File: src/rtl/bus_pkg.sv
// bus_pkg: shared state encoding, mode constants and counter sizing for the serial bus slave port
package bus_pkg;
  typedef enum logic [2:0] {IDLE, ADDR, WDATA, WRITE, RREQ, RWAIT, RDATA} state_t;
  localparam logic MODE_READ  = 1'b0;
  localparam logic MODE_WRITE = 1'b1;
  function automatic int cnt_width(input int a, input int b);
    return $clog2(a > b ? a : b) + 1;
  endfunction
endpackage

File: src/rtl/serial_shift_reg.sv
// serial_shift_reg: indexed serial-in / parallel-load register with gated serial-out at a bit index
module serial_shift_reg #(
  parameter int W  = 8,
  parameter int CW = 4
) (
  input  logic          clk,
  input  logic          rstn,
  input  logic          i_sin_en,
  input  logic          i_sin,
  input  logic [CW-1:0] i_idx,
  input  logic          i_load,
  input  logic [W-1:0]  i_pdata,
  input  logic          i_sout_en,
  output logic [W-1:0]  o_q,
  output logic          o_sout
);
  logic [W-1:0] w_sel;
  logic [W-1:0] w_shift;
  assign w_sel   = W'(1) << i_idx;
  assign w_shift = o_q >> i_idx;
  assign o_sout  = i_sout_en & w_shift[0];
  always_ff @(posedge clk or negedge rstn)
    if (!rstn) o_q <= '0;
    else if (i_load) o_q <= i_pdata;
    else if (i_sin_en) o_q <= i_sin ? (o_q | w_sel) : (o_q & ~w_sel);
endmodule

File: src/rtl/bus_slave_port.sv
// bus_slave_port: deserialises a serial bus access, performs one local memory access, serialises read data back
module bus_slave_port
  import bus_pkg::*;
#(
  parameter int ADDR_WIDTH = 12,
  parameter int DATA_WIDTH = 8
) (
  input  logic                  clk,
  input  logic                  rstn,
  input  logic                  swdata,
  input  logic                  smode,
  input  logic                  smvalid,
  output logic                  srdata,
  output logic                  ssvalid,
  output logic                  sready,
  output logic [ADDR_WIDTH-1:0] mem_addr,
  output logic [DATA_WIDTH-1:0] mem_wdata,
  output logic                  mem_wen,
  output logic                  mem_ren,
  input  logic [DATA_WIDTH-1:0] mem_rdata
);
  localparam int CW = cnt_width(ADDR_WIDTH, DATA_WIDTH);
  localparam logic [CW-1:0] A_LAST = CW'(ADDR_WIDTH - 1);
  localparam logic [CW-1:0] D_LAST = CW'(DATA_WIDTH - 1);
  localparam logic [CW-1:0] D_END  = CW'(DATA_WIDTH);
  state_t        r_state;
  logic [CW-1:0] r_cnt;
  logic          r_mode;
  logic          w_addr_en;
  logic          w_data_en;
  logic          w_sout_en;
  logic          w_addr_sout;
  logic          w_data_sout;
  logic          w_sout;
  assign w_addr_en = smvalid & (r_state == IDLE || r_state == ADDR);
  assign w_data_en = smvalid & (r_state == WDATA);
  assign w_sout_en = (r_state == RDATA) && (r_cnt != D_END);
  // address register never serialises out; its gated output is always zero
  assign w_sout    = w_data_sout | w_addr_sout;
  serial_shift_reg #(.W(ADDR_WIDTH), .CW(CW)) u_addr (
    .clk      (clk),
    .rstn     (rstn),
    .i_sin_en (w_addr_en),
    .i_sin    (swdata),
    .i_idx    (r_cnt),
    .i_load   (1'b0),
    .i_pdata  ('0),
    .i_sout_en(1'b0),
    .o_q      (mem_addr),
    .o_sout   (w_addr_sout)
  );
  serial_shift_reg #(.W(DATA_WIDTH), .CW(CW)) u_data (
    .clk      (clk),
    .rstn     (rstn),
    .i_sin_en (w_data_en),
    .i_sin    (swdata),
    .i_idx    (r_cnt),
    .i_load   (r_state == RWAIT),
    .i_pdata  (mem_rdata),
    .i_sout_en(w_sout_en),
    .o_q      (mem_wdata),
    .o_sout   (w_data_sout)
  );
  always_ff @(posedge clk or negedge rstn)
    if (!rstn) begin
      r_state <= IDLE;
      r_cnt   <= '0;
      r_mode  <= MODE_READ;
      sready  <= 1'b1;
      ssvalid <= 1'b0;
      srdata  <= 1'b0;
      mem_wen <= 1'b0;
      mem_ren <= 1'b0;
    end else begin
      mem_wen <= 1'b0;
      mem_ren <= 1'b0;
      case (r_state)
        IDLE: if (smvalid) begin
          r_mode  <= smode;
          r_cnt   <= CW'(1);
          sready  <= 1'b0;
          r_state <= ADDR;
        end
        ADDR: if (smvalid) begin
          if (r_cnt == A_LAST) begin
            r_cnt   <= '0;
            r_state <= r_mode == MODE_WRITE ? WDATA : RREQ;
            mem_ren <= r_mode == MODE_READ;
          end else r_cnt <= r_cnt + CW'(1);
        end
        WDATA: if (smvalid) begin
          if (r_cnt == D_LAST) begin
            r_cnt   <= '0;
            r_state <= WRITE;
            mem_wen <= 1'b1;
          end else r_cnt <= r_cnt + CW'(1);
        end
        WRITE: begin
          sready  <= 1'b1;
          r_state <= IDLE;
        end
        RREQ:  r_state <= RWAIT;
        RWAIT: r_state <= RDATA;
        RDATA: if (r_cnt == D_END) begin
          r_cnt   <= '0;
          ssvalid <= 1'b0;
          srdata  <= 1'b0;
          sready  <= 1'b1;
          r_state <= IDLE;
        end else begin
          r_cnt   <= r_cnt + CW'(1);
          ssvalid <= 1'b1;
          srdata  <= w_sout;
        end
        default: r_state <= IDLE;
      endcase
    end
endmodule

File: config.mk
export PLATFORM = sky130hd
export DESIGN_NAME = bus_slave_port
export DESIGN_NICKNAME = d
export VERILOG_FILES = /design/src/rtl/bus_pkg.sv /design/src/rtl/serial_shift_reg.sv /design/src/rtl/bus_slave_port.sv
export SDC_FILE = /design/constraint.sdc
export NUM_CORES = 1
export LEC_CHECK = 0
export CAP_MARGIN = 30
export CORE_ASPECT_RATIO = 0.6
export CORE_UTILIZATION = 40
export CTS_CLUSTER_DIAMETER = 50
export CTS_CLUSTER_SIZE = 8
export DETAILED_ROUTE_END_ITERATION = 12
export SYNTH_ARGS = -nofsm -noshare
export SYNTH_HDL_FRONTEND = slang
export SYNTH_HIERARCHICAL = 1
export SYNTH_SLANG_ARGS = --single-unit
export TNS_END_PERCENT = 5
File: constraint.sdc
create_clock -name clk -period 2 [get_ports clk]
set_input_delay 0.3 -clock clk [delete_from_list [all_inputs] [get_ports clk]]
set_output_delay 0.3 -clock clk [all_outputs]
set_load 0.02 [all_outputs]
Word-level counts from Yosys, hierarchy flattened
Index checks and enable logic that the tools add are counted.
{ "word_totals": {"ff_bits": 34, "out_inout_bits": 25, "elab_cells": 80, "inputBits": 13} }
{ "classes": {"bitwise_logic": 10, "mux": 30, "add_sub_neg": 1, "shifts": 3, "n_eq_ne": 16, "reduce_logical": 10} }
{ "ops": {"columns": ["op", "count"], "rows": [
  ["$mux 5", 6],
  ["$mux 8", 3],
  ["$mux 3", 7],
  ["$pmux 5 s4", 1],
  ["$pmux 3 s6", 1],
  ["$and 12x12->12", 1],
  ["$mux 12", 1],
  ["$not 12->12", 1],
  ["$or 12x12->12", 1],
  ["$shl 1x5->12 const A", 1],
  ["$eq 5x4->1 const B", 2],
  ["$mux 1", 10],
  ["$eq 3x3->1 const B", 3],
  ["$and 8x8->8", 1],
  ["$not 8->8", 1],
  ["$or 8x8->8", 1],
  ["$shl 1x5->8 const A", 1],
  ["$shr 8x5->1", 1],
  ["$eq 3x2->1 const B", 2],
  ["$ne 2x1->1 const B", 3],
  ["$ne 2x2->1 const B", 3],
  ["$reduce_and 6->1", 1],
  ["$add 5x1->5 const B", 1],
  ["$eq 5x3->1 const B", 1],
  ["14 further kinds", 16]
]} }

Longest topological paths before layout
Gate-level depths: netlist of run 1.
{ "depth": {"ltp_word": 6, "depth_mapped": 9, "depth_no_buf": 9} }

Cells and area by module
The synthesis of run 1 kept the hierarchy.
{ "by_module_without_submodules": {"columns": ["module", "area_per_inst_um2", "cells_each", "seq_area_each_um2", "n_inst"], "rows": [
  ["bus_slave_port", 873.3, 88, 351.6, 1],
  ["serial_shift_reg (u_addr)", 772.0, 82, 300.3, 1],
  ["serial_shift_reg (u_data)", 624.3, 75, 200.2, 1]
]} }

Worst setup path after synthesis of run 1
No wires, ideal clock.
{ "synth_path": {"kind": "register to register", "startpoint": "register r_cnt[3]", "endpoint": "register srdata", "required_ns": 1.876, "setup_slack_ns": 0.217, "stages_incl_launch_ff": 9, "synth_period_minus_slack_ns": 1.783, "setup_time_ns": 0.124, "n_path_buf": 1, "arrival_time_ns": 1.658, "cell_sequence": "dfrtp_1 > buf_2 > and4bb_1 > nor2_4 > nand2b_2 > nor4_1 > o32a_1 > o21ai_0 > o21ai_1"} }
{ "synth_between": {"elab_chain_cells": 4, "word_cells_on_any_way": 6, "classes_between": "eq/ne (2); shift (1); mux (1); bitwise (1); reduce/logical (1)"} }
{ "synth_rtl": {"columns": ["element", "line_no", "text"], "rows": [
  ["start: declaration", "bus_slave_port.sv:27", "logic [CW-1:0] r_cnt;"],
  ["start signal: assignment", "bus_slave_port.sv:89", "end else r_cnt <= r_cnt + CW'(1);"],
  ["start signal: assignment", "bus_slave_port.sv:96", "end else r_cnt <= r_cnt + CW'(1);"],
  ["start signal: assignment", "bus_slave_port.sv:111", "r_cnt <= r_cnt + CW'(1);"],
  ["$ne 5x4->1", "bus_slave_port.sv:37", "assign w_sout_en = (r_state == RDATA) && (r_cnt != D_END);"],
  ["$logic_and 1x1->1", "bus_slave_port.sv:37", null],
  ["via w_sout_en", "bus_slave_port.sv:31", "logic w_sout_en;"],
  ["$and 1x1->1", "serial_shift_reg.sv:21", "assign o_sout = i_sout_en & w_shift[0];"],
  ["via w_data_sout", "bus_slave_port.sv:33", "logic w_data_sout;"],
  ["$mux 1", "bus_slave_port.sv:104", "RDATA: if (r_cnt == D_END) begin"],
  ["end signal: assignment", "bus_slave_port.sv:113", "srdata <= w_sout;"],
  ["end: declaration", "bus_slave_port.sv:13", "output logic srdata,"]
]} }
The timed path passes the listed nets, and every way through them passes these cells.
A chain may end at the register's enable or synchronous reset.

Final worst setup path of run 1
{ "layout_path": {"startpoint": "register r_cnt[1]", "endpoint": "register srdata"} }
The elaborated chain is that of the path after synthesis.

==> metrics.yaml, run 1 <==
critPathKind: "reg -> reg"
grt_antenna_before_repair: 0
max_cap_violations: 0
slowest_delay_ns: 0.41
die_h_um: 60.35
crit_chain: "inv_1 > ha_1 > and4bb_2 > nor2_4 > nand2b_2 > nor4_1 > o32a_1 > o21ai_1 > o21ai_1"
nets: 324
rsz0062_at_grt: "false"
hold_buffers: 0
max_freq_mhz: 536.0
start_kind: "flip-flop"
met2_usage: 0.2976
critPathBufInv: 1
switchingPower_mw: 1.602
cp-end-kind: "flip-flop"
clock_path_buffers: 2
hold_viol: 0
period_needed_ns: 1.866
grt_start_max_net_pins: 35
swShare: 0.4294
period_share: 0.9328
rows: 20
die_area_mm2: 0.005989
coreArea_mm2: 0.005255
vias_per_cell: 5.365
path_clk_slew_ns: 0.07
cts_tree: "yes"
syn_to_final_growth_pct: 28.67
synth-seq-cells: 34
required_ns: 2.18
synth.distinct_cells: 61
drcViolationCount: 0
final_cell_mix: "37 x clkdlybuf4s50_1, 33 x dfrtp_1, 29 x nand2_1, 19 x conb_1, 17 x nor2_1"
drive_gt1_frac: 0.1392
netlist_area_mm2: 0.002270
hp-class: "in -> async"
syn_area_per_cell_um2: 9.264
use_met3: 0.05069
finalSetupViolCount: 0
fillers: 477
p_total_mw: 3.732
p_int_mw: 2.129
cts_setup_buffers: 0
critPathMaxFanout: 3
cts_buffers: 5
critPathTopFamily: "compound AO/OA/AOI/OAI gates"
async_reset_ff_frac: 1.000
final_common_cell: "clkdlybuf4s50_1"
ys_warn_count: 6
p_per_area_mw_per_mm2: 1278
leakagePower_nw: 1.247
vias: 2012
clock-sinks: 34
setup_tns_ns: 0
slew_viol_final: 0
track_usage: 0.2187
use_met1: 0.3302
grt_overflow_total: 0
drtIter0Drc: 137
grt_pass1_vias: 1863
synth-edff-count: 0
start_util: 0.4319
pin_count: 38
crit_arrival_ns: 2.04
combPwrFrac: 0.575
finClkSkew_ns: 0.004703
io_buffers: 37
slowest_stage: "dfrtp_1"
cts-htree-levels: 2
die_x_um: 99.25
synth-main-ff-cell: "dfrtp_1"
synth_seq_area_share: 0.3754
clk-insertion-delay-late_ns: 0.29
routed_wl_mm: 5.823
cts_root_buf: "clkbuf_8"
syn_inst: 245
gp_congestion: 0.7882
grt_pass1_wl_mm: 9.770
path_common_cell: "o21ai_1"
power.share.clock: 0.133
status: "finished, final reports clean"
hpwl_mm: 4.055
pwr-share-seq: 0.291
wl_per_cell_um: 15.53
detail_route.first_pass.iterations: 4
antenna_cells: 0
grt-busiest-layer: "met1"
antenna_left: 0
peakVddDrop_mv: 0.8854
[per-layer routing]
metal	routed length, um	up-vias
met5	0	-
met4	97	0
met3	363	8
met2	2311	61
met1	3050	945
li1	-	998
[path summary, 6_finish.rpt]
| path | cells after the start | slack (ns) | endpoint | startpoint |
|---|---|---|---|---|
| max in group asynchronous | 2 | 1.22 | sready | rstn |
| max reg2reg | 9 | 0.13 | srdata | r_cnt[1] |
| min reg2reg | 2 | 0.52 | ssvalid | ssvalid |
| max | 9 | 0.13 | srdata | r_cnt[1] |
| min in group clk | 2 | 0.52 | ssvalid | ssvalid |
| min | 2 | 0.42 | srdata | rstn |
[repair_timing]
action	in CTS	in global routing
setup endpoints to repair	0	1
resized for setup	0	3
hold endpoints to repair	0	0
[power by group through the flow]
stage	Sequential (mW)	Clock, mW	Combinational [mW]
global placement	1.09	0	2.10
finish	1.09	0.497	2.15
detailed placement	1.10	0	2.12
CTS	1.09	0.514	2.13
global route	1.12	0.543	2.36
floorplan	1.28	0	1.22
[stage by stage]
stage               cell area, um2  cells  hold slack [ns]  utilization  worst slack, ns
floorplan                     2337    263         0.004409            -           0.2173
global placement              2838    368           0.4804       0.5400          0.07541
detailed placement            2838    368           0.5104       0.5400          0.03567
CTS                           2914    375           0.4404       0.5545          0.07245
global route                  2920    375           0.4767       0.5557          0.06271
finish                        2920    375           0.4157       0.5557           0.1344
[synthesized netlist by cell type, types with 3 or more instances]
| cell | instances | area, um2 |
|---|---|---|
| a21oi_1 | 7 | 35.03 |
| a31oi_1 | 7 | 43.79 |
| buf_2 | 5 | 25.02 |
| buf_4 | 3 | 22.52 |
| clkbuf_1 | 4 | 15.01 |
| dfrtp_1 | 33 | 825.8 |
| inv_1 | 12 | 45.04 |
| mux2i_1 | 16 | 160.2 |
| nand2_1 | 29 | 108.9 |
| nand2b_1 | 4 | 25.02 |
| nand3_1 | 13 | 65.06 |
| nand3b_1 | 4 | 30.03 |
| nand4_1 | 4 | 25.02 |
| nor2_1 | 17 | 63.81 |
| nor2b_1 | 3 | 18.77 |
| nor3b_2 | 3 | 37.54 |
| nor4_1 | 3 | 18.77 |
| o21ai_0 | 15 | 75.07 |
| o21ai_1 | 9 | 45.04 |
[cell families after synthesis]
logic type                 share of synthesized area
AOI/OAI and AO/OA                             0.1770
xor gates and xnor gates                    0.003860
adders and majority gates                    0.01102
buffers and inverters                        0.06063
DFF                                           0.3754
muxes                                        0.09702
other                                       0.001652
and+or+nand+nor                               0.2734
[final cells by class]
type | instances | area (um2) | share of cell area
clock buffer | 7 | 76.32 | 0.02614
inverter | 12 | 45.04 | 0.01542
multi-input combinational | 202 | 1354 | 0.4636
sequential | 34 | 852.1 | 0.2918
tap | 66 | 82.58 | 0.02828
timing repair buffer | 54 | 510.5 | 0.1748
Note: power is estimated with default switching activity, not from simulation.
==> inputs of run 2 (changes only) <==
Settings changed: ABC_AREA set to 1.
==> run 2 against run 1 <==
Setup slack improved by 0.11 ns; sequential power down 4%; final area is 3.4% higher; critical path depth up 4; combinational power fell by 9%; final cell count up 31%; non-clock buffer count shrank 8; worst hold slack worse by 0.33 ns; routed wire length increased by 4.6%; clock skew up 0.0040 ns; sequential cell count stayed put.
==> metrics.yaml, run 2 <==
synth.distinct_cells: 31
setup_tns_ns: 0
yosysTopAreaCell: "dfrtp_1"
critPathKind: "reg -> reg"
crit_arrival_ns: 1.91
peakVddDrop_mv: 0.4599
die_x_um: 102.7
nets: 427
finalSetupViolCount: 0
final_core_util: 0.5273
cts_buffers: 5
slowest_stage: "dfrtp_1"
required_ns: 2.16
hold_viol: 0
route.met2.wl_mm: 2.159
die_area_mm2: 0.006407
synthTopCellsByCount: "106 x nand2_1, 55 x nand3_1, 40 x inv_1"
cp-end-kind: "flip-flop"
drive_gt1_frac: 0.1235
setup_ws_ns: 0.2492
rows: 21
post-synth-top-count-cell: "nand2_1"
max_freq_mhz: 571.2
tightestPinTransition_ns: 0.7804
p_per_area_mw_per_mm2: 1175
clock-sinks: 34
coreArea_mm2: 0.005728
p_total_mw: 3.549
fin_cells: 493
period_needed_ns: 1.751
vias_per_cell: 4.785
grt_pass1_vias: 2015
ff2ff_path_depth: 13
critPathMaxFanout: 6
hp-class: "in -> async"
vias: 2359
die_h_um: 62.41
path_clk_slew_ns: 0.08
hold_buffers: 0
period_share: 0.8754
synth-main-ff-cell: "dfrtp_1"
clock_path_buffers: 2
rsz0062_at_grt: "false"
crit_chain: "inv_2 > ha_1 > inv_1 > nor2_1 > nand2_1 > nand2_2 > inv_1 > inv_1 > nor2_1 > o21ai_0 > nor2_1 > nor2_1 > o21ai_0"
dp_slack_ns: 0.08236
start_util: 0.4246
antenna_left: 0
path_common_cell: "nor2_1"
cts_tree: "yes"
ys_warn_count: 6
cts_root_buf: "clkbuf_8"
drcViolationCount: 0
detail_route.first_pass.iterations: 5
grt_pass1_wl_mm: 10.12
finClkSkew_ns: 0.008740
synth_seq_area_share: 0.3503
clk-insertion-delay-late_ns: 0.28
leakagePower_nw: 1.424
async_reset_ff_frac: 1.000
synth-seq-cells: 34
grt_overflow_total: 0
r2r-start: "r_cnt[0]"
slowest_delay_ns: 0.41
grt_antenna_before_repair: 0
syn_inst: 353
worstReg2RegEnd: "srdata"
routed-wl-met3_um: 509
synth_top_cell_area_share: 0.3395
wl_met1_mm: 3.389
track_usage: 0.2083
io_buffers: 37
pin_count: 38
syn_to_final_growth_pct: 24.18
cts_setup_buffers: 0
max_cap_violations: 0
hold_slack_ns: 0.08945
startpoint: "r_cnt[0]"
synth-edff-count: 0
fin_area_mm2: 0.003020
placed_cell_area_mm2: 0.002929
synth_area_leaders: "dfrtp_1 34%, nand2_1 16%, nand3_1 11%"
slew_viol_final: 0
final_cell_mix: "106 x nand2_1, 55 x nand3_1, 39 x inv_1, 36 x clkdlybuf4s50_1, 35 x nor2_1"
cts-htree-levels: 2
relSlewSlack: 0.4797
drtIter0Drc: 167
post-place-cells: 485
gp_congestion: 0.9194
syn_area_per_cell_um2: 6.890
routed_wl_mm: 6.088
status: "finished, final reports clean"
timing.reg2reg.setup_slack_ns: 0.25
netlist_area_mm2: 0.002432
hpwl_mm: 4.623
wl_per_cell_um: 12.35
start_kind: "flip-flop"
antenna_cells: 0
routed.top_layer: "met4"
final_common_cell: "nand2_1"
grt_start_max_net_pins: 35
[run 2: changes by cell type after synthesis, moves of 6 or more]
cell and change:
inv_2 +7, a31oi_1 -7, o21ai_0 -8, o211ai_1 +11, nor2_1 +18, mux2i_1 -16, nand3_1 +42, o21ai_1 -9
nand2_2 +6, nor2_2 +8, inv_1 +28, nand2_1 +77
[run 2: critical path, delay by kind of cell, from the launching register on]
kind                       cells  cell delay [ns]
AOI/OAI and AO/OA              2             0.20
adders and majority gates      1             0.15
buffers and inverters          4             0.23
DFF                            1             0.41
and+or+nand+nor                6             0.65
[run 2: how the worst max path moves through the flow]
stage | slack (ns) | end | cells past startpoint
after floorplan | 0.33 | srdata | 13
after detailed placement | 0.08 | flip-flop | 8
after global routing | 0.06 | srdata | 13
after CTS | 0.15 | srdata | 13
after global placement | 0.16 | flip-flop | 8
final | 0.25 | srdata | 13
[run 2: cell families (layout without fill, tap and decap cells)]
kind of cell,count (synthesis),after routing,synth area share
other,1,17,0.001542
AND/OR/NAND/NOR,229,229,0.4419
adder cells (fa/ha/maj),2,2,0.01029
flip-flops,34,34,0.3503
XOR/XNOR,3,3,0.01080
AO/OA/AOI/OAI,25,25,0.06687
buffers and inverters,59,103,0.1183
[run 2: report_power, final]
| part | switching [mW] | internal [mW] | total, mW |
|---|---|---|---|
| logic | 1.21 | 0.753 | 1.96 |
| registers | 0.165 | 0.887 | 1.05 |
| clock network | 0.259 | 0.278 | 0.538 |
| total | 1.63 | 1.92 | 3.55 |
[run 2: area by class of cell]
cell class                 instances  area (um2)
timing repair buffer              46       432.9
clock inverter                     1       5.005
tap                               80       100.1
clock buffer                       7       86.33
inverter                          49       191.4
multi-input combinational        276        1353
sequential                        34       852.1
fill                             594        2708
[run 2: routing by layer]
| layer | global-route usage | vias to the layer above |
|---|---|---|
| li1 | - | 1223 |
| met2 | 0.2433 | 80 |
| met4 | 0.04464 | 0 |
| met1 | 0.3578 | 1054 |
| met3 | 0.05593 | 2 |
| met5 | 0 | - |
[run 2: what timing repair did]
item | 4_1_cts | 5_1_grt
setup endpoints to repair | 0 | 1
endpoints found under the hold margin | 0 | 0
gates resized for setup | 0 | 1
